==> config.mk <==
export PLATFORM = sky130hd
export DESIGN_NAME = if_prefetch
export DESIGN_NICKNAME = d
export VERILOG_FILES = /design/src/rtl/if_prefetch_pkg.sv /design/src/rtl/if_prefetch_fetch_fifo.sv /design/src/rtl/if_prefetch.sv
export SDC_FILE = /design/constraint.sdc
export NUM_CORES = 1
export LEC_CHECK = 0
export ABC_AREA = 1
export CAP_MARGIN = 15
export CORE_MARGIN = 2
export CORE_UTILIZATION = 55
export CTS_CLUSTER_DIAMETER = 100
export DETAILED_ROUTE_END_ITERATION = 6
export PLACE_DENSITY = 0.78
export SLEW_MARGIN = 10
export SYNTH_ARGS = -nofsm -noshare
export SYNTH_HDL_FRONTEND = slang
export SYNTH_SLANG_ARGS = --single-unit
==> constraint.sdc <==
create_clock -name clk -period 6.7 [get_ports clk]
set_input_delay 1.34 -clock clk [delete_from_list [all_inputs] [get_ports clk]]
set_output_delay 1.34 -clock clk [all_outputs]
set_load 0.1 [all_outputs]
==> src/rtl/if_prefetch_pkg.sv <==
// if_prefetch_pkg: shared constants and fetch FSM encoding for the instruction-fetch front end
package if_prefetch_pkg;
    localparam logic [15:0] DEF_NOP_INST = 16'h0000;
    localparam logic [15:0] DEF_RESET_PC = 16'h0000;
    typedef enum logic [1:0] {
        IF_IDLE  = 2'd0,
        IF_REQ   = 2'd1,
        IF_DRAIN = 2'd2
    } if_state_t;
endpackage

==> src/rtl/if_prefetch_fetch_fifo.sv <==
// fetch_fifo: small prefetch queue of {inst, pc+1} words with flush
module fetch_fifo
    import if_prefetch_pkg::*;
#(
    parameter int DEPTH = 4
) (
    input  logic                           clk,
    input  logic                           rst,
    input  logic                           flush,
    input  logic                           push,
    input  logic                           pop,
    input  logic [31:0]                    din,
    output logic [31:0]                    dout,
    output logic [$clog2(DEPTH+1)-1:0]     count
);
    localparam int AW = $clog2(DEPTH);
    localparam int CW = $clog2(DEPTH + 1);
    logic [31:0]   mem [DEPTH];
    logic [AW-1:0] wp, rp;
    assign dout = mem[rp];
    // pointer and occupancy bookkeeping; a flush discards everything queued
    always_ff @(posedge clk or posedge rst) begin
        if (rst) begin
            wp    <= '0;
            rp    <= '0;
            count <= '0;
        end else if (flush) begin
            wp    <= '0;
            rp    <= '0;
            count <= '0;
        end else begin
            wp    <= wp + AW'(push);
            rp    <= rp + AW'(pop);
            count <= count + CW'(push) - CW'(pop);
        end
    end
    // storage needs no reset: entries are only read behind a non-zero count
    always_ff @(posedge clk) begin
        if (push && !flush) mem[wp] <= din;
    end
endmodule

==> src/rtl/if_prefetch.sv <==
// if_prefetch: fetch PC, single-outstanding imem requests, prefetch FIFO and IF/ID output register
module if_prefetch
    import if_prefetch_pkg::*;
#(
    parameter int          DEPTH    = 4,
    parameter logic [15:0] RESET_PC = DEF_RESET_PC,
    parameter logic [15:0] NOP_INST = DEF_NOP_INST
) (
    input  logic        clk,
    input  logic        rst,
    input  logic        redirect,
    input  logic [15:0] redirect_pc,
    input  logic        stall,
    output logic        imem_req,
    output logic [15:0] imem_addr,
    input  logic        imem_ack,
    input  logic [15:0] imem_rdata,
    output logic [15:0] inst_out,
    output logic [15:0] pc_plus_one_out,
    output logic        inst_valid
);
    localparam int CW = $clog2(DEPTH + 1);
    if_state_t     state, state_nxt;
    logic [15:0]   fpc, fpc_nxt, fpc_inc, req_addr;
    logic [CW-1:0] count;
    logic [31:0]   head;
    logic          push, pop;
    assign fpc_inc   = fpc + 16'd1;
    assign push      = state == IF_REQ && imem_ack && !redirect;
    assign pop       = !redirect && !stall && count != '0;
    assign imem_req  = state != IF_IDLE;
    assign imem_addr = req_addr;
    fetch_fifo #(.DEPTH(DEPTH)) u_fifo (
        .clk   (clk),
        .rst   (rst),
        .flush (redirect),
        .push  (push),
        .pop   (pop),
        .din   ({imem_rdata, fpc_inc}),
        .dout  (head),
        .count (count)
    );
    // next fetch state and PC; a stale request keeps its address until it completes
    always_comb begin
        state_nxt = state;
        fpc_nxt   = redirect ? redirect_pc : fpc;
        case (state)
            IF_IDLE: if (redirect || int'(count) < DEPTH) state_nxt = IF_REQ;
            IF_REQ: begin
                if (imem_ack && !redirect) begin
                    fpc_nxt = fpc_inc;
                    if (!(int'(count) < DEPTH - 1 || pop)) state_nxt = IF_IDLE;
                end else if (!imem_ack && redirect) begin
                    state_nxt = IF_DRAIN;
                end
            end
            IF_DRAIN: if (imem_ack) state_nxt = IF_REQ;
            default: state_nxt = IF_IDLE;
        endcase
    end
    // fetch state, PC and the request address presented to memory
    always_ff @(posedge clk or posedge rst) begin
        if (rst) begin
            state    <= IF_IDLE;
            fpc      <= RESET_PC;
            req_addr <= RESET_PC;
        end else begin
            state <= state_nxt;
            fpc   <= fpc_nxt;
            if (state == IF_IDLE || imem_ack) req_addr <= fpc_nxt;
        end
    end
    // IF/ID output register: redirect clears, stall holds, otherwise load head or bubble
    always_ff @(posedge clk or posedge rst) begin
        if (rst) begin
            inst_out        <= NOP_INST;
            pc_plus_one_out <= '0;
            inst_valid      <= 1'b0;
        end else if (redirect) begin
            inst_out   <= NOP_INST;
            inst_valid <= 1'b0;
        end else if (!stall) begin
            inst_out        <= pop ? head[31:16] : NOP_INST;
            pc_plus_one_out <= pop ? head[15:0] : pc_plus_one_out;
            inst_valid      <= pop;
        end
    end
endmodule

==> results of run 1 <==
Yosys cell counts, drive strengths merged:
library cell	instances	area, um^2
dfrtp	74	1852
o21bai	1	11.26
clkbuf	11	41.29
xnor2	1	8.760
o211ai	9	67.56
ha	6	75.07
o21a	2	15.01
clkinv	1	5.000
buf	26	151.4
a21o	1	7.510
inv	39	146.4
a32o	16	160.2
nand4	6	37.54
a21oi	3	18.77
nor2	113	470.5
mux2i	1	10.01
edfxtp	128	3844
nand3	64	335.3
xor2	5	58.81
a31oi	18	112.6
o21ai	45	229.0
fa	1	20.02
nor3	4	20.02
and2	11	72.57
nand2	162	615.6
flip-flops by register name, summed over array words and instances, names as in the netlist:
register	count
fpc	16
imem_addr	16
inst_out	16
inst_valid	1
pc_plus_one_out	16
state	2
u_fifo.count	3
u_fifo.mem	128
u_fifo.rp	2
u_fifo.wp	2
power by group through the flow:
stage,combinational (mW),sequential (mW),clock [mW]
floorplan,0.504,2.48,0
global placement,1.69,1.69,0
detailed placement,1.72,1.70,0
CTS,1.73,1.68,1.08
global route,1.83,1.70,1.13
finish,1.73,1.68,1.06
how the worst min path moves through the flow:
stage,to,slack [ns],cells past startpoint,start
global placement,inst_valid,0.46,1,inst_valid
global route,imem_addr[15],0.51,2,imem_addr[15]
CTS,imem_addr[2],0.49,2,imem_addr[2]
detailed placement,imem_addr[6],0.47,2,imem_addr[6]
floorplan,state[1],0.50,2,state[1]
finish,imem_addr[2],0.48,2,imem_addr[2]
area by class of cell:
| class | count | area share, % |
|---|---|---|
| Sequential cell | 202 | 56.83 |
| Multi-Input combinational cell | 469 | 23.68 |
| Timing Repair Buffer | 97 | 9.411 |
| Clock buffer | 31 | 5.816 |
| Tap cell | 188 | 2.346 |
| Inverter | 40 | 1.510 |
| Clock inverter | 7 | 0.4119 |
layout by cell type (no fill, tap or decap), types with 3 or more instances in the layout:
master,n
nand2_1,159
clkbuf_1,8
a32o_1,16
and2_1,9
ha_1,6
a31oi_1,18
nand3_2,3
nand4_1,6
dfrtp_1,73
inv_2,5
nor2_4,4
clkinv_1,3
nor3_2,4
clkbuf_16,21
xor2_1,3
nand2_2,3
edfxtp_1,128
clkdlybuf4s50_1,86
o211ai_1,9
inv_1,34
o21ai_0,42
nand3_1,61
nor2_1,108
buf_4,11
metrics by stage:
stage	utilization, %	std cells	cell area (um^2)	total power [mW]
detailed placement	62.53	996	9400	3.422
global route	66.68	1034	10020	4.656
global placement	62.53	996	9400	3.382
finish	66.68	1034	10020	4.466
floorplan	-	748	8386	2.987
CTS	66.68	1034	10020	4.489
critical path: cells and delay by family:
| family | cells | cell delay, ns |
|---|---|---|
| AO/OA/AOI/OAI | 1 | 0.13 |
| adder cells (fa/ha/maj) | 3 | 0.84 |
| buffers and inverters | 6 | 1.52 |
| XOR/XNOR | 1 | 0.17 |
| AND/OR/NAND/NOR | 2 | 0.22 |
layer usage:
layer / share of wire (%) / vias up / routed length (um) / global-route usage, %
met2: 49 / 245 / 9384 / 40.64
met5: 0 / - / 0 / 0
li1: - / 2736 / - / -
met4: 1.8 / 0 / 340 / 6.723
met1: 42 / 2905 / 7989 / 32.91
met3: 6.7 / 29 / 1269 / 3.769
logic make-up (layout without fill, tap and decap cells):
kind of cell	Yosys count	after routing	synth area share [%]
AO/OA/AOI/OAI	95	95	7.416
multiplexers	1	1	0.1194
buffers and inverters	77	175	4.103
XOR/XNOR	6	6	0.8058
adder cells (fa/ha/maj)	7	7	1.134
AND/OR/NAND/NOR	360	360	18.50
flip-flops	202	202	67.92
==> results.tsv, run 1 <==
stage	metric	value	unit
worst_setup_path	crit_path_max_fanout	51	
finish	seqCellArea	5697	um^2
synthesis	syn_inst	748	
finish	multi_input_area	2374	um^2
worst_setup_path	cpMaxStageDelayCell	buf_4	
sta	fmax	258.8	MHz
worst_setup_path	r2r_slack	4.31	ns
worst_setup_path	cp_common_cell	inv_1	
finish	fill_cells	1099	
pwr	ir_worst_vdd	481.8	uV
sta	finalSetupTns	0	ns
finish	drive_gt1_share	7.920	%
worst_setup_path	path_class	in -> reg	
sta	rsz0062_at_grt	false	
grt	grt_usage	24.08	%
worst_setup_path	end_kind	flop	
finish	num-nets-final	875	
clock_tree	ctsResizeCount	0	
grt	grt_pass1_wl	30750	um
sta	clock_skew	0.01186	ns
floorplanning	ios	87	
pwr	p_sw_share	42.92	%
worst_setup_path	cp_slowest_stage_delay	0.49	ns
outcome	status	finished clean	
clock_tree	postCtsSetupBuffers	0	
pwr	p_int	2.549	mW
synthesis	synth.distinct_cells	38	
synthesis	seq_area_frac_synth	67.92	%
pwr	p_switching	1.917	mW
sta	worst_pin_slew	1.021	ns
worst_setup_path	reg2reg_depth	10	
synthesis	yosysWarnings	0	
clock_tree	numCtsBuffers	21	
sta	slew_violations	0	
pwr	powerDensity	445.5	nW/um^2
sta	hold_violations	0	
clock_tree	clk_latency	0.49	ns
worst_setup_path	rr_endpoint	u_fifo.count[2]	
routing	drt_iter0_drc	454	
synthesis	ys_seq_elements	202	
placed_design	routabilityCongestion	0.8214	
floorplanning	core	15030	um^2
grt	gr-total-overflow	0	
clock_tree	path_clk_slew	0.06	ns
worst_setup_path	crit_chain	clkdlybuf4s50_1 > buf_4 > inv_1 > nand2_1 > a21oi_4 > buf_4 > ha_1 > inv_1 > ha_1 > inv_1 > fa_1 > xor2_1 > nor2_1	
finish	area_growth_syn_to_layout	19.55	%
sta	fin_ws	2.836	ns
clock_tree	holdBufCountCts	0	
floorplanning	die-area	16250	um^2
worst_setup_path	reg2reg_from	u_fifo.count[1]	
floorplanning	die_h	127.5	um
synthesis	avgSynthCellArea	11.21	um^2
sta	slew_headroom	31.81	%
placed_design	place_ws	2.337	ns
hold_path	holdCritPathClass	reg -> reg	
sta	timing.final.crit_share	57.67	%
clock_tree	clockBufferDepth	3	
floorplanning	rows	45	
routing	final_antenna_net_count	0	
worst_setup_path	critPathRequiredTime	7.06	ns
routing	drt_drc_violations_left	0	
placed_design	hpwlAfterDp	11490	um
pwr	seqPwrFrac	37.6	%
routing	wirelength	18980	um
sta	fin_crit	3.864	ns
job	maxCapViolCount	0	
sta	setup_violations	0	
finish	antennaDiodeCount	0	
worst_setup_path	critPathArrivalTime	4.23	ns
clock_tree	htreeDepth	1	
grt	antenna_found_initial	0	
synthesis	syn_area	8386	um^2
routing	dr.pass1.iters	6	
grt	grt_pass1_vias	6035	
clock_tree	cts_tree	done	
sta	timing.hold.ws	0.4840	ns
worst_setup_path	cp-endpoint	u_fifo.count[2]	
clock_tree	root_buffer	clkbuf_16	
worst_setup_path	start_kind	input pin	
routing	vias	5915	
clock_tree	cts_num_sinks	202	
worst_setup_path	crit_path_start	redirect	
pwr	clkPwrFrac	23.8	%
placed_design	numPortBuffers	86	
floorplanning	initial_core_util	55.78	%
floorplanning	dieWidth	127.5	um
pwr	combPwrFrac	38.7	%
pwr	p_leak	3.945	nW
routing	routed_via_density	5.721	
synthesis	synth_nets	792	
grt	grt_max_degree	66	
routing	wire_per_inst	18.36	um
Power figures use the tool's default switching activity.
==> inputs of run 2 (changes only) <==
--- a/config.mk
+++ b/config.mk
@@ -8,10 +8,10 @@
 export ABC_AREA = 1
 export CAP_MARGIN = 15
 export CORE_MARGIN = 2
-export CORE_UTILIZATION = 55
+export CORE_UTILIZATION = 51
 export CTS_CLUSTER_DIAMETER = 100
 export DETAILED_ROUTE_END_ITERATION = 6
-export PLACE_DENSITY = 0.78
+export PLACE_DENSITY = 0.76
 export SLEW_MARGIN = 10
 export SYNTH_ARGS = -nofsm -noshare
 export SYNTH_HDL_FRONTEND = slang
==> constraint.sdc (replaced) <==
create_clock -name clk -period 3.2 [get_ports clk]
set_input_delay 0.64 -clock clk [delete_from_list [all_inputs] [get_ports clk]]
set_output_delay 0.64 -clock clk [all_outputs]
set_load 0.1 [all_outputs]
==> run 2 against run 1 <==
Against the previous run:
- first-iteration DRC count is 26% higher
- count of clock-buffer cells in the layout shrank 2
- non-clock buffer count up 7
- design area grew 0.20%
- largest cell class unchanged
- highest routed layer unchanged
- utilization fell by 3.9 points
- via count decreased by 2.8%
- total power grew 110%
- sequential share of layout area down 0.11 points
- global-route usage is 3.3 points lower
==> results.tsv, run 2 (synthesis results as in run 1) <==
stage	metric	value	unit
floorplanning	core	16000	um^2
routing	drt_drc_violations_left	0	
clock_tree	htreeDepth	1	
finish	stdcell_area	10040	um^2
finish	multi_input_area	2374	um^2
grt	grt_max_degree	66	
floorplanning	ios	87	
sta	timing.final.crit_share	67.52	%
routing	vias	5752	
clock_tree	holdBufCountCts	0	
sta	slew_headroom	31.10	%
outcome	status	finished clean	
finish	fill_cells	1255	
routing	wire_per_inst	16.70	um
worst_setup_path	end_kind	flop	
sta	setup_violations	0	
worst_setup_path	crit_path_max_fanout	3	
pwr	powerDensity	926.9	nW/um^2
sta	slew_violations	0	
sta	rsz0062_at_grt	false	
finish	largest_reg_flops	128	
clock_tree	numCtsBuffers	21	
finish	num-nets-final	882	
routing	dr.pass1.iters	5	
placed_design	post_dp_cell_area	9402	um^2
pwr	p_leak	4.061	nW
floorplanning	initial_core_util	52.41	%
finish	final_cell_mix	nand2_1 (159), edfxtp_1 (128), nor2_1 (108)	
sta	fin_crit	2.161	ns
floorplanning	rows	46	
floorplanning	die-area	17480	um^2
sta	fmax	462.8	MHz
worst_setup_path	start_kind	input pin	
worst_setup_path	path_class	in -> reg	
sta	clock_skew	0.01463	ns
sta	hold_violations	0	
routing	routed_via_density	5.381	
finish	antennaDiodeCount	0	
clock_tree	root_buffer	clkbuf_16	
worst_setup_path	critPathRequiredTime	3.57	ns
finish	drive_gt1_share	14.89	%
clock_tree	postCtsSetupBuffers	0	
clock_tree	clk_latency	0.49	ns
grt	grt_pass1_wl	29280	um
grt	gr-total-overflow	0	
placed_design	place_ws	0.5252	ns
pwr	ir_worst_vdd	883.1	uV
floorplanning	die_h	132.2	um
sta	worst_pin_slew	1.034	ns
worst_setup_path	critPathArrivalTime	2.53	ns
clock_tree	path_clk_slew	0.06	ns
finish	layout_commonest_cell	nand2_1	
hold_path	holdCritPathClass	reg -> reg	
placed_design	hpwlAfterDp	11020	um
placed_design	numPortBuffers	86	
floorplanning	dieWidth	132.2	um
clock_tree	cts_num_sinks	202	
finish	area_growth_syn_to_layout	19.78	%
clock_tree	cts_tree	done	
routing	final_antenna_net_count	0	
finish	seqCellArea	5697	um^2
finish	largest-register	u_fifo.mem	
routing	drt_iter0_drc	570	
placed_design	routabilityCongestion	0.7966	
grt	grt_pass1_vias	5568	
clock_tree	ctsResizeCount	0	
routing	wirelength	17850	um
pwr	power.total	9.311	mW
job	maxCapViolCount	0	
clock_tree	clockBufferDepth	3	
grt	grt_usage	20.75	%
sta	fin_ws	1.039	ns
grt	antenna_found_initial	0	
finish	final_util	62.78	%
==> run 2: changes by cell type in the layout (fill, tap and decap cells not counted), sizes merged <==
cell	delta
buf	+57
clkdlybuf4s50	-50
inv	-1
bufinv	+1
clkinvlp	+1
clkbuf	-2
clkinv	+1
==> run 2: layer usage <==
metal  routed length (um)  global-route usage (%)  up-vias
met5                    0                       0        -
met4                  289                   4.839        0
met3                 1069                   2.422       25
met2                 8790                   34.40      207
met1                 7700                   29.76     2763
li1                     -                       -     2757
==> run 2: final timing paths <==
kind                                      endpoint  slack (ns)             from  depth (start not counted)
worst max-delay path               u_fifo.count[2]        1.04         redirect                         11
min in group asynchronous             imem_addr[9]        0.51              rst                          2
worst min-delay path                    inst_valid        0.48       inst_valid                          1
max in group asynchronous       pc_plus_one_out[1]        2.04              rst                          3
worst max register to register     u_fifo.count[2]        1.28  u_fifo.count[1]                          9
worst min register to register          inst_valid        0.48       inst_valid                          1
==> run 2: worst max-delay path: stages <==
cell,delay (ns)
clkdlybuf4s50_1,0.47
inv_1,0.10
nand2_1,0.10
a21oi_4,0.15
ha_1,0.25
inv_1,0.06
ha_1,0.14
inv_1,0.05
fa_1,0.37
xor2_1,0.15
nor2_1,0.05
==> run 2: where the power goes <==
group / switching [mW] / internal, mW
Sequential: 0.276 / 3.24
Clock: 0.945 / 1.32
Combinational: 2.76 / 0.760
Total: 3.99 / 5.33
==> run 2: layout make-up <==
type	instances	area share, %
clock buffer	29	5.630
clock inverter	9	0.7723
inverter	40	1.520
multi-input combinational	469	23.63
sequential	202	56.71
tap	216	2.691
timing repair buffer	104	9.043
==> run 2: through the flow <==
stage | TNS, ns | instances | hold slack (ns)
after detailed placement | 0 | 1031 | 0.4684
final | 0 | 1069 | 0.4772
after CTS | 0 | 1069 | 0.4817
after global routing | 0 | 1069 | 0.4981
after global placement | 0 | 1031 | 0.4620
after floorplan | -77.78 | 748 | 0.5033
